`src/rtl/uart_program_loader_pkg.sv`:
```
// Shared definitions for the UART program loader: loader and receiver state
// encodings, error codes and UART frame shape.
package uart_program_loader_pkg;

  typedef enum logic [2:0] {
    StIdle,
    StRxData,
    StRxCsum,
    StDone,
    StError
  } loader_state_e;

  typedef enum logic [1:0] {
    RxIdle,
    RxStart,
    RxData,
    RxStop
  } rx_state_e;

  localparam logic [1:0] ErrNone  = 2'b00;
  localparam logic [1:0] ErrCount = 2'b01;
  localparam logic [1:0] ErrFrame = 2'b10;
  localparam logic [1:0] ErrCsum  = 2'b11;

  localparam int unsigned UartDataBits = 8;
  localparam int unsigned UartStopBits = 1;

endpackage

```
`src/rtl/uart_program_loader_rx.sv`:
```
// UART 8N1 receiver.
// Ports: clk, reset (async, active-high), rx_i (raw serial line, idle high),
//        byte_o (received byte), byte_valid_o (1-cycle pulse on good stop bit),
//        frame_err_o (1-cycle pulse on low stop bit).
module uart_rx
  import uart_program_loader_pkg::*;
#(
  parameter int unsigned CLKS_PER_BIT = 434
) (
  input  logic       clk,
  input  logic       reset,
  input  logic       rx_i,
  output logic [7:0] byte_o,
  output logic       byte_valid_o,
  output logic       frame_err_o
);

  localparam int unsigned CntW = $clog2(CLKS_PER_BIT);
  localparam logic [CntW-1:0] BitEnd  = CntW'(CLKS_PER_BIT - 1);
  localparam logic [CntW-1:0] HalfEnd = CntW'(CLKS_PER_BIT / 2 - 1);
  localparam logic [2:0] DataEnd = 3'(UartDataBits - 1);
  localparam logic [2:0] StopEnd = 3'(UartStopBits - 1);

  logic            rx_meta_q, rx_sync_q, rx_prev_q;
  rx_state_e       state_q, state_d;
  logic [CntW-1:0] cnt_q, cnt_d;
  logic [2:0]      bit_cnt_q, bit_cnt_d;
  logic [7:0]      shift_q, shift_d;
  logic            valid_q, valid_d;
  logic            ferr_q, ferr_d;

  always_ff @(posedge clk or posedge reset) begin
    if (reset) begin
      rx_meta_q <= 1'b1;
      rx_sync_q <= 1'b1;
      rx_prev_q <= 1'b1;
      state_q   <= RxIdle;
      cnt_q     <= '0;
      bit_cnt_q <= '0;
      shift_q   <= '0;
      valid_q   <= 1'b0;
      ferr_q    <= 1'b0;
    end else begin
      rx_meta_q <= rx_i;
      rx_sync_q <= rx_meta_q;
      rx_prev_q <= rx_sync_q;
      state_q   <= state_d;
      cnt_q     <= cnt_d;
      bit_cnt_q <= bit_cnt_d;
      shift_q   <= shift_d;
      valid_q   <= valid_d;
      ferr_q    <= ferr_d;
    end
  end

  always_comb begin
    state_d   = state_q;
    cnt_d     = cnt_q;
    bit_cnt_d = bit_cnt_q;
    shift_d   = shift_q;
    valid_d   = 1'b0;
    ferr_d    = 1'b0;
    unique case (state_q)
      RxIdle: begin
        if (rx_prev_q && !rx_sync_q) begin
          state_d = RxStart;
          cnt_d   = '0;
        end
      end
      RxStart: begin
        // Mid-start re-check rejects glitches shorter than half a bit.
        if (cnt_q == HalfEnd) begin
          cnt_d     = '0;
          bit_cnt_d = '0;
          state_d   = rx_sync_q ? RxIdle : RxData;
        end else begin
          cnt_d = cnt_q + 1'b1;
        end
      end
      RxData: begin
        if (cnt_q == BitEnd) begin
          cnt_d   = '0;
          shift_d = {rx_sync_q, shift_q[7:1]};
          if (bit_cnt_q == DataEnd) begin
            bit_cnt_d = '0;
            state_d   = RxStop;
          end else begin
            bit_cnt_d = bit_cnt_q + 3'd1;
          end
        end else begin
          cnt_d = cnt_q + 1'b1;
        end
      end
      RxStop: begin
        if (cnt_q == BitEnd) begin
          cnt_d = '0;
          if (!rx_sync_q) begin
            ferr_d  = 1'b1;
            state_d = RxIdle;
          end else if (bit_cnt_q == StopEnd) begin
            valid_d = 1'b1;
            state_d = RxIdle;
          end else begin
            bit_cnt_d = bit_cnt_q + 3'd1;
          end
        end else begin
          cnt_d = cnt_q + 1'b1;
        end
      end
      default: state_d = RxIdle;
    endcase
  end

  always_comb begin
    byte_o       = shift_q;
    byte_valid_o = valid_q;
    frame_err_o  = ferr_q;
  end

endmodule

```
`src/rtl/uart_program_loader.sv`:
```
// Boot loader: receives a counted, XOR-checksummed program image over UART,
// writes it word by word into program memory and holds the core in reset
// until a valid image is stored.
// Ports: clk, reset (async, active-high), rx_i (serial in), reload_i (restart
//        from DONE/ERROR), core_reset_o, mem_we_o/mem_addr_o/mem_data_o (memory
//        write port, byte address), busy_o, done_o, error_o, error_code_o.
module uart_program_loader
  import uart_program_loader_pkg::*;
#(
  parameter int unsigned CLKS_PER_BIT         = 434,
  parameter int unsigned PROGRAM_MEMORY_DEPTH = 64
) (
  input  logic        clk,
  input  logic        reset,
  input  logic        rx_i,
  input  logic        reload_i,
  output logic        core_reset_o,
  output logic        mem_we_o,
  output logic [31:0] mem_addr_o,
  output logic [31:0] mem_data_o,
  output logic        busy_o,
  output logic        done_o,
  output logic        error_o,
  output logic [1:0]  error_code_o
);

  logic [7:0] rx_byte;
  logic       rx_valid, rx_ferr, byte_ok;

  uart_rx #(
    .CLKS_PER_BIT(CLKS_PER_BIT)
  ) u_rx (
    .clk         (clk),
    .reset       (reset),
    .rx_i        (rx_i),
    .byte_o      (rx_byte),
    .byte_valid_o(rx_valid),
    .frame_err_o (rx_ferr)
  );

  // A byte landing in the same cycle as reload is discarded.
  assign byte_ok = rx_valid & ~reload_i;

  loader_state_e state_q, state_d;
  logic [7:0]    count_q, count_d;
  logic [7:0]    csum_q, csum_d;
  logic [7:0]    word_idx_q, word_idx_d;
  logic [1:0]    byte_idx_q, byte_idx_d;
  logic [31:0]   word_buf_q, word_buf_d;
  logic          mem_we_q, mem_we_d;
  logic [31:0]   mem_addr_q, mem_addr_d;
  logic [31:0]   mem_data_q, mem_data_d;
  logic [1:0]    err_code_q, err_code_d;

  always_ff @(posedge clk or posedge reset) begin
    if (reset) begin
      state_q    <= StIdle;
      count_q    <= '0;
      csum_q     <= '0;
      word_idx_q <= '0;
      byte_idx_q <= '0;
      word_buf_q <= '0;
      mem_we_q   <= 1'b0;
      mem_addr_q <= '0;
      mem_data_q <= '0;
      err_code_q <= ErrNone;
    end else begin
      state_q    <= state_d;
      count_q    <= count_d;
      csum_q     <= csum_d;
      word_idx_q <= word_idx_d;
      byte_idx_q <= byte_idx_d;
      word_buf_q <= word_buf_d;
      mem_we_q   <= mem_we_d;
      mem_addr_q <= mem_addr_d;
      mem_data_q <= mem_data_d;
      err_code_q <= err_code_d;
    end
  end

  always_comb begin
    state_d    = state_q;
    count_d    = count_q;
    csum_d     = csum_q;
    word_idx_d = word_idx_q;
    byte_idx_d = byte_idx_q;
    word_buf_d = word_buf_q;
    mem_we_d   = 1'b0;
    mem_addr_d = mem_addr_q;
    mem_data_d = mem_data_q;
    err_code_d = err_code_q;
    unique case (state_q)
      StIdle: begin
        if (rx_ferr) begin
          state_d    = StError;
          err_code_d = ErrFrame;
        end else if (byte_ok) begin
          if (rx_byte == 8'd0 || 32'(rx_byte) > PROGRAM_MEMORY_DEPTH) begin
            state_d    = StError;
            err_code_d = ErrCount;
          end else begin
            count_d    = rx_byte;
            csum_d     = rx_byte;
            word_idx_d = '0;
            byte_idx_d = '0;
            state_d    = StRxData;
          end
        end
      end
      StRxData: begin
        if (rx_ferr) begin
          state_d    = StError;
          err_code_d = ErrFrame;
        end else if (byte_ok) begin
          csum_d                         = csum_q ^ rx_byte;
          byte_idx_d                     = byte_idx_q + 2'd1;
          word_buf_d[8*byte_idx_q +: 8]  = rx_byte;
          if (byte_idx_q == 2'd3) begin
            // Write strobe is registered, so it appears the cycle after the
            // last byte of the word arrives.
            mem_we_d   = 1'b1;
            mem_addr_d = {22'd0, word_idx_q, 2'b00};
            mem_data_d = {rx_byte, word_buf_q[23:0]};
            word_idx_d = word_idx_q + 8'd1;
            if (word_idx_q == count_q - 8'd1) begin
              state_d = StRxCsum;
            end
          end
        end
      end
      StRxCsum: begin
        if (rx_ferr) begin
          state_d    = StError;
          err_code_d = ErrFrame;
        end else if (byte_ok) begin
          if (rx_byte == csum_q) begin
            state_d = StDone;
          end else begin
            state_d    = StError;
            err_code_d = ErrCsum;
          end
        end
      end
      StDone, StError: begin
        if (reload_i) begin
          state_d    = StIdle;
          err_code_d = ErrNone;
        end
      end
      default: state_d = StIdle;
    endcase
  end

  always_comb begin
    core_reset_o = (state_q != StDone);
    busy_o       = (state_q == StRxData) || (state_q == StRxCsum);
    done_o       = (state_q == StDone);
    error_o      = (state_q == StError);
    error_code_o = err_code_q;
    mem_we_o     = mem_we_q;
    mem_addr_o   = mem_addr_q;
    mem_data_o   = mem_data_q;
  end

endmodule

```
`config.mk`:
```
export PLATFORM = sky130hd
export DESIGN_NAME = uart_program_loader
export DESIGN_NICKNAME = d
export VERILOG_FILES = /design/src/rtl/uart_program_loader_pkg.sv /design/src/rtl/uart_program_loader_rx.sv /design/src/rtl/uart_program_loader.sv
export SDC_FILE = /design/constraint.sdc
export NUM_CORES = 1
export LEC_CHECK = 0
export ABC_AREA = 1
export CAP_MARGIN = 20
export CORE_UTILIZATION = 35
export DETAILED_ROUTE_END_ITERATION = 6
export GPL_TIMING_DRIVEN = 1
export SLEW_MARGIN = 20
export SYNTH_ARGS = -nofsm -noshare
export SYNTH_HDL_FRONTEND = slang
export SYNTH_HIERARCHICAL = 1
export SYNTH_SLANG_ARGS = --single-unit
```
`constraint.sdc`:
```
create_clock -name clk -period 9.08 [get_ports clk]
set_input_delay 1.362 -clock clk [delete_from_list [all_inputs] [get_ports clk]]
set_output_delay 1.362 -clock clk [all_outputs]
set_load 0.05 [all_outputs]
```
==> metrics.cfg <==
[run_status]
status=complete, no violations

[clocking]
cts.sinks=123
cts_root_buf=clkbuf_16
clk_path_buf_depth=2
cts_resized=0
clock_latency_ns=0.42
postCtsHoldBufs=0
cts_buffers=17
cts_tree=done
h-tree-depth=4
cts_setup_buffers=0
clk_pin_slew_ns=0.06

[die]
die_y_um=136
die_w_um=136
start_util_pct=36.2
rows=48
die_area_um2=18600
core_area_um2=17500
io_pins=75

[setup_path]
end_kind=output port
crit_arrival_ns=2.53
path_class=reg2out
startpoint_type=register
cp.required_ns=7.72
crit_chain=inv_2, nand2_1, nor2_2, inv_2, nand2_1, clkdlybuf4s50_1
cpPeakStageDelay_ns=0.80
cp_max_fo=18
slowest_stage=clkdlybuf4s50_1

[logic_synthesis]
synth.top_cell.area_share_pct=47.5
yosysMostFrequentCell=nand2_1
synth_cell_types=38
synthCells=770
synth-edff-count=0
syn_area_per_cell_um2=8.21
ys_warn_count=6
ys_seq_area_share_pct=48.7
synth_ff_type=dfrtp_1
netlist_area_um2=6320
ys_ff_latch=123
synth_top_area_cell=dfrtp_1
synth_area_leaders=dfrtp_1, nand2_1, buf_4, inv_1, nand3_1
synth_commonest_cells=nand2_1, dfrtp_1, inv_1
synthArstFlopShare_pct=100

[routing]
vias_per_cell=4.61
drc_errors=0
wire_per_inst_um=12.7
drtIter0Drc=394
dr.pass1.iters=4
postRouteAntennaNets=0
dr_total_vias=4881
wirelength_um=13500

[sta]
final_max_slew_viol_count=0
final.min_clock_period_ns=3.89
tightest_slew_ns=0.926
fin_skew_ns=0.00844
fin_tns_setup_ns=0
rsz0062_at_grt=no
finalSetupViolCount=0
slew_headroom_pct=38.2
hold_viol_final=0
hold_slack_ns=0.355
fmax_mhz=257
period_share_pct=42.9

[final_layout]
fin_util_pct=43.2
final_nets=838
diodes=0
area_growth_pct=19.4
design_area_um2=7550
drive_gt1_share_pct=10.8

[placed_design]
globalplace.congestion=0.813
io_buffers=50
dpl-instance-area_um2=6900
place_hpwl_um=9170

[global_route]
grt_remaining_overflow=0
grt_max_degree=73
grt_pass1_wl_um=22800
track_usage_pct=15.9
antenna_found_initial=0
grt_pass1_vias=4566

[pwr]
worst_ir_drop_vdd_uv=118
pwr-share-seq_pct=39.0
p_switching_uw=410
switching_share_pct=27.4
power.density_nw_per_um2=198
power.share.combinational_pct=11.6
power_mw=1.50
p_leak_nw=3.73
p_int_mw=1.09
clockPowerShare_pct=49.4

[hold_path]
hold_path_class=reg2reg

[flow_run]
drv_cap=0

[area by class of cell]
class | instances | area (um^2)
fill | 1721 | 9920
sequential | 123 | 3080
multi-input combinational | 564 | 2780
timing repair buffer | 51 | 508
clock buffer | 18 | 439
tap | 225 | 282
inverter | 64 | 249
clock inverter | 14 | 211
[power by group through the flow]
stage          sequential (mW)  clock, mW  combinational [mW]
3_3_place_gp             0.594          0               0.175
5_1_grt                  0.587      0.779               0.197
2_1_floorplan            0.580          0               0.173
3_5_place_dp             0.594          0               0.176
4_1_cts                  0.584      0.756               0.176
6_report                 0.584      0.739               0.173
[path summary, 6_finish.rpt]
path                                  endpoint           start  slack (ns)  cells past startpoint
worst max register to register  mem_data_o[22]      state_q[2]        6.67                      9
worst max-delay path                    busy_o      state_q[2]        5.19                      6
worst min-delay path            u_rx/rx_sync_q  u_rx/rx_meta_q        0.36                      0
max in group asynchronous           state_q[1]           reset        6.55                      3
worst min register to register  u_rx/rx_sync_q  u_rx/rx_meta_q        0.36                      0
min in group asynchronous       word_buf_q[18]           reset        1.30                      2
[metal layers]
metal | vias up | GRT usage [%] | share of wire (%) | routed length, um
met5 | - | 0 | 0 | 0
met4 | 0 | 6.11 | 1.7 | 226
met3 | 18 | 3.73 | 3.8 | 517
met2 | 95 | 23.7 | 45 | 6060
met1 | 2265 | 22.1 | 50 | 6680
li1 | 2503 | - | - | -
[per-stage QoR]
stage | setup WS [ns] | instances
floorplan | 5.21 | 793
global placement | 5.66 | 1027
detailed placement | 5.62 | 1027
CTS | 5.16 | 1059
global route | 4.98 | 1059
finish | 5.19 | 1059
[state kept, by name, summed over array words and instances (netlist names), named ones only]
register,flops
u_rx/rx_meta_q,1
u_rx/bit_cnt_q,3
u_rx/rx_sync_q,1
mem_addr_o,8
u_rx/frame_err_o,1
word_idx_q,8
mem_we_o,1
u_rx/cnt_q,9
u_rx/byte_o,8
mem_data_o,32
u_rx/state_q,1
count_q,8
state_q,3
csum_q,8
error_code_o,2
u_rx/byte_valid_o,1
u_rx/rx_prev_q,1
byte_idx_q,2
word_buf_q,24
[cell usage in the layout (no fill, tap or decap), types with 5 or more instances in the layout]
cell type	Yosys	routed
nand2_1	292	292
dfrtp_1	120	120
clkdlybuf4s50_1	0	50
inv_1	49	47
nor2_1	44	44
nand3_1	35	35
o21ai_0	32	32
o21ai_1	31	31
conb_1	1	24
clkbuf_16	0	17
o31ai_1	16	16
inv_2	12	13
ha_1	13	13
nand2_2	11	11
xor2_1	11	11
xnor2_1	11	11
nand4_1	7	7
nor2_4	6	6
nand2_4	6	6
clkinv_4	0	5
[worst max-delay path, delay by kind of cell (launching register included)]
kind	cells	cell delay [ns]
buffers and inverters	3	1.15
AND/OR/NAND/NOR	3	0.55
flip-flops	1	0.41
[logic make-up after synthesis]
logic type,after synthesis,synth area share (%)
AOI/OAI and AO/OA,88,8.05
adders and majority gates,13,2.57
buffers and inverters,106,8.65
and+or+nand+nor,417,28.9
other,1,0.0593
xor gates and xnor gates,22,3.05
DFF,123,48.7
No activity file was read; power rests on OpenSTA's default activity.
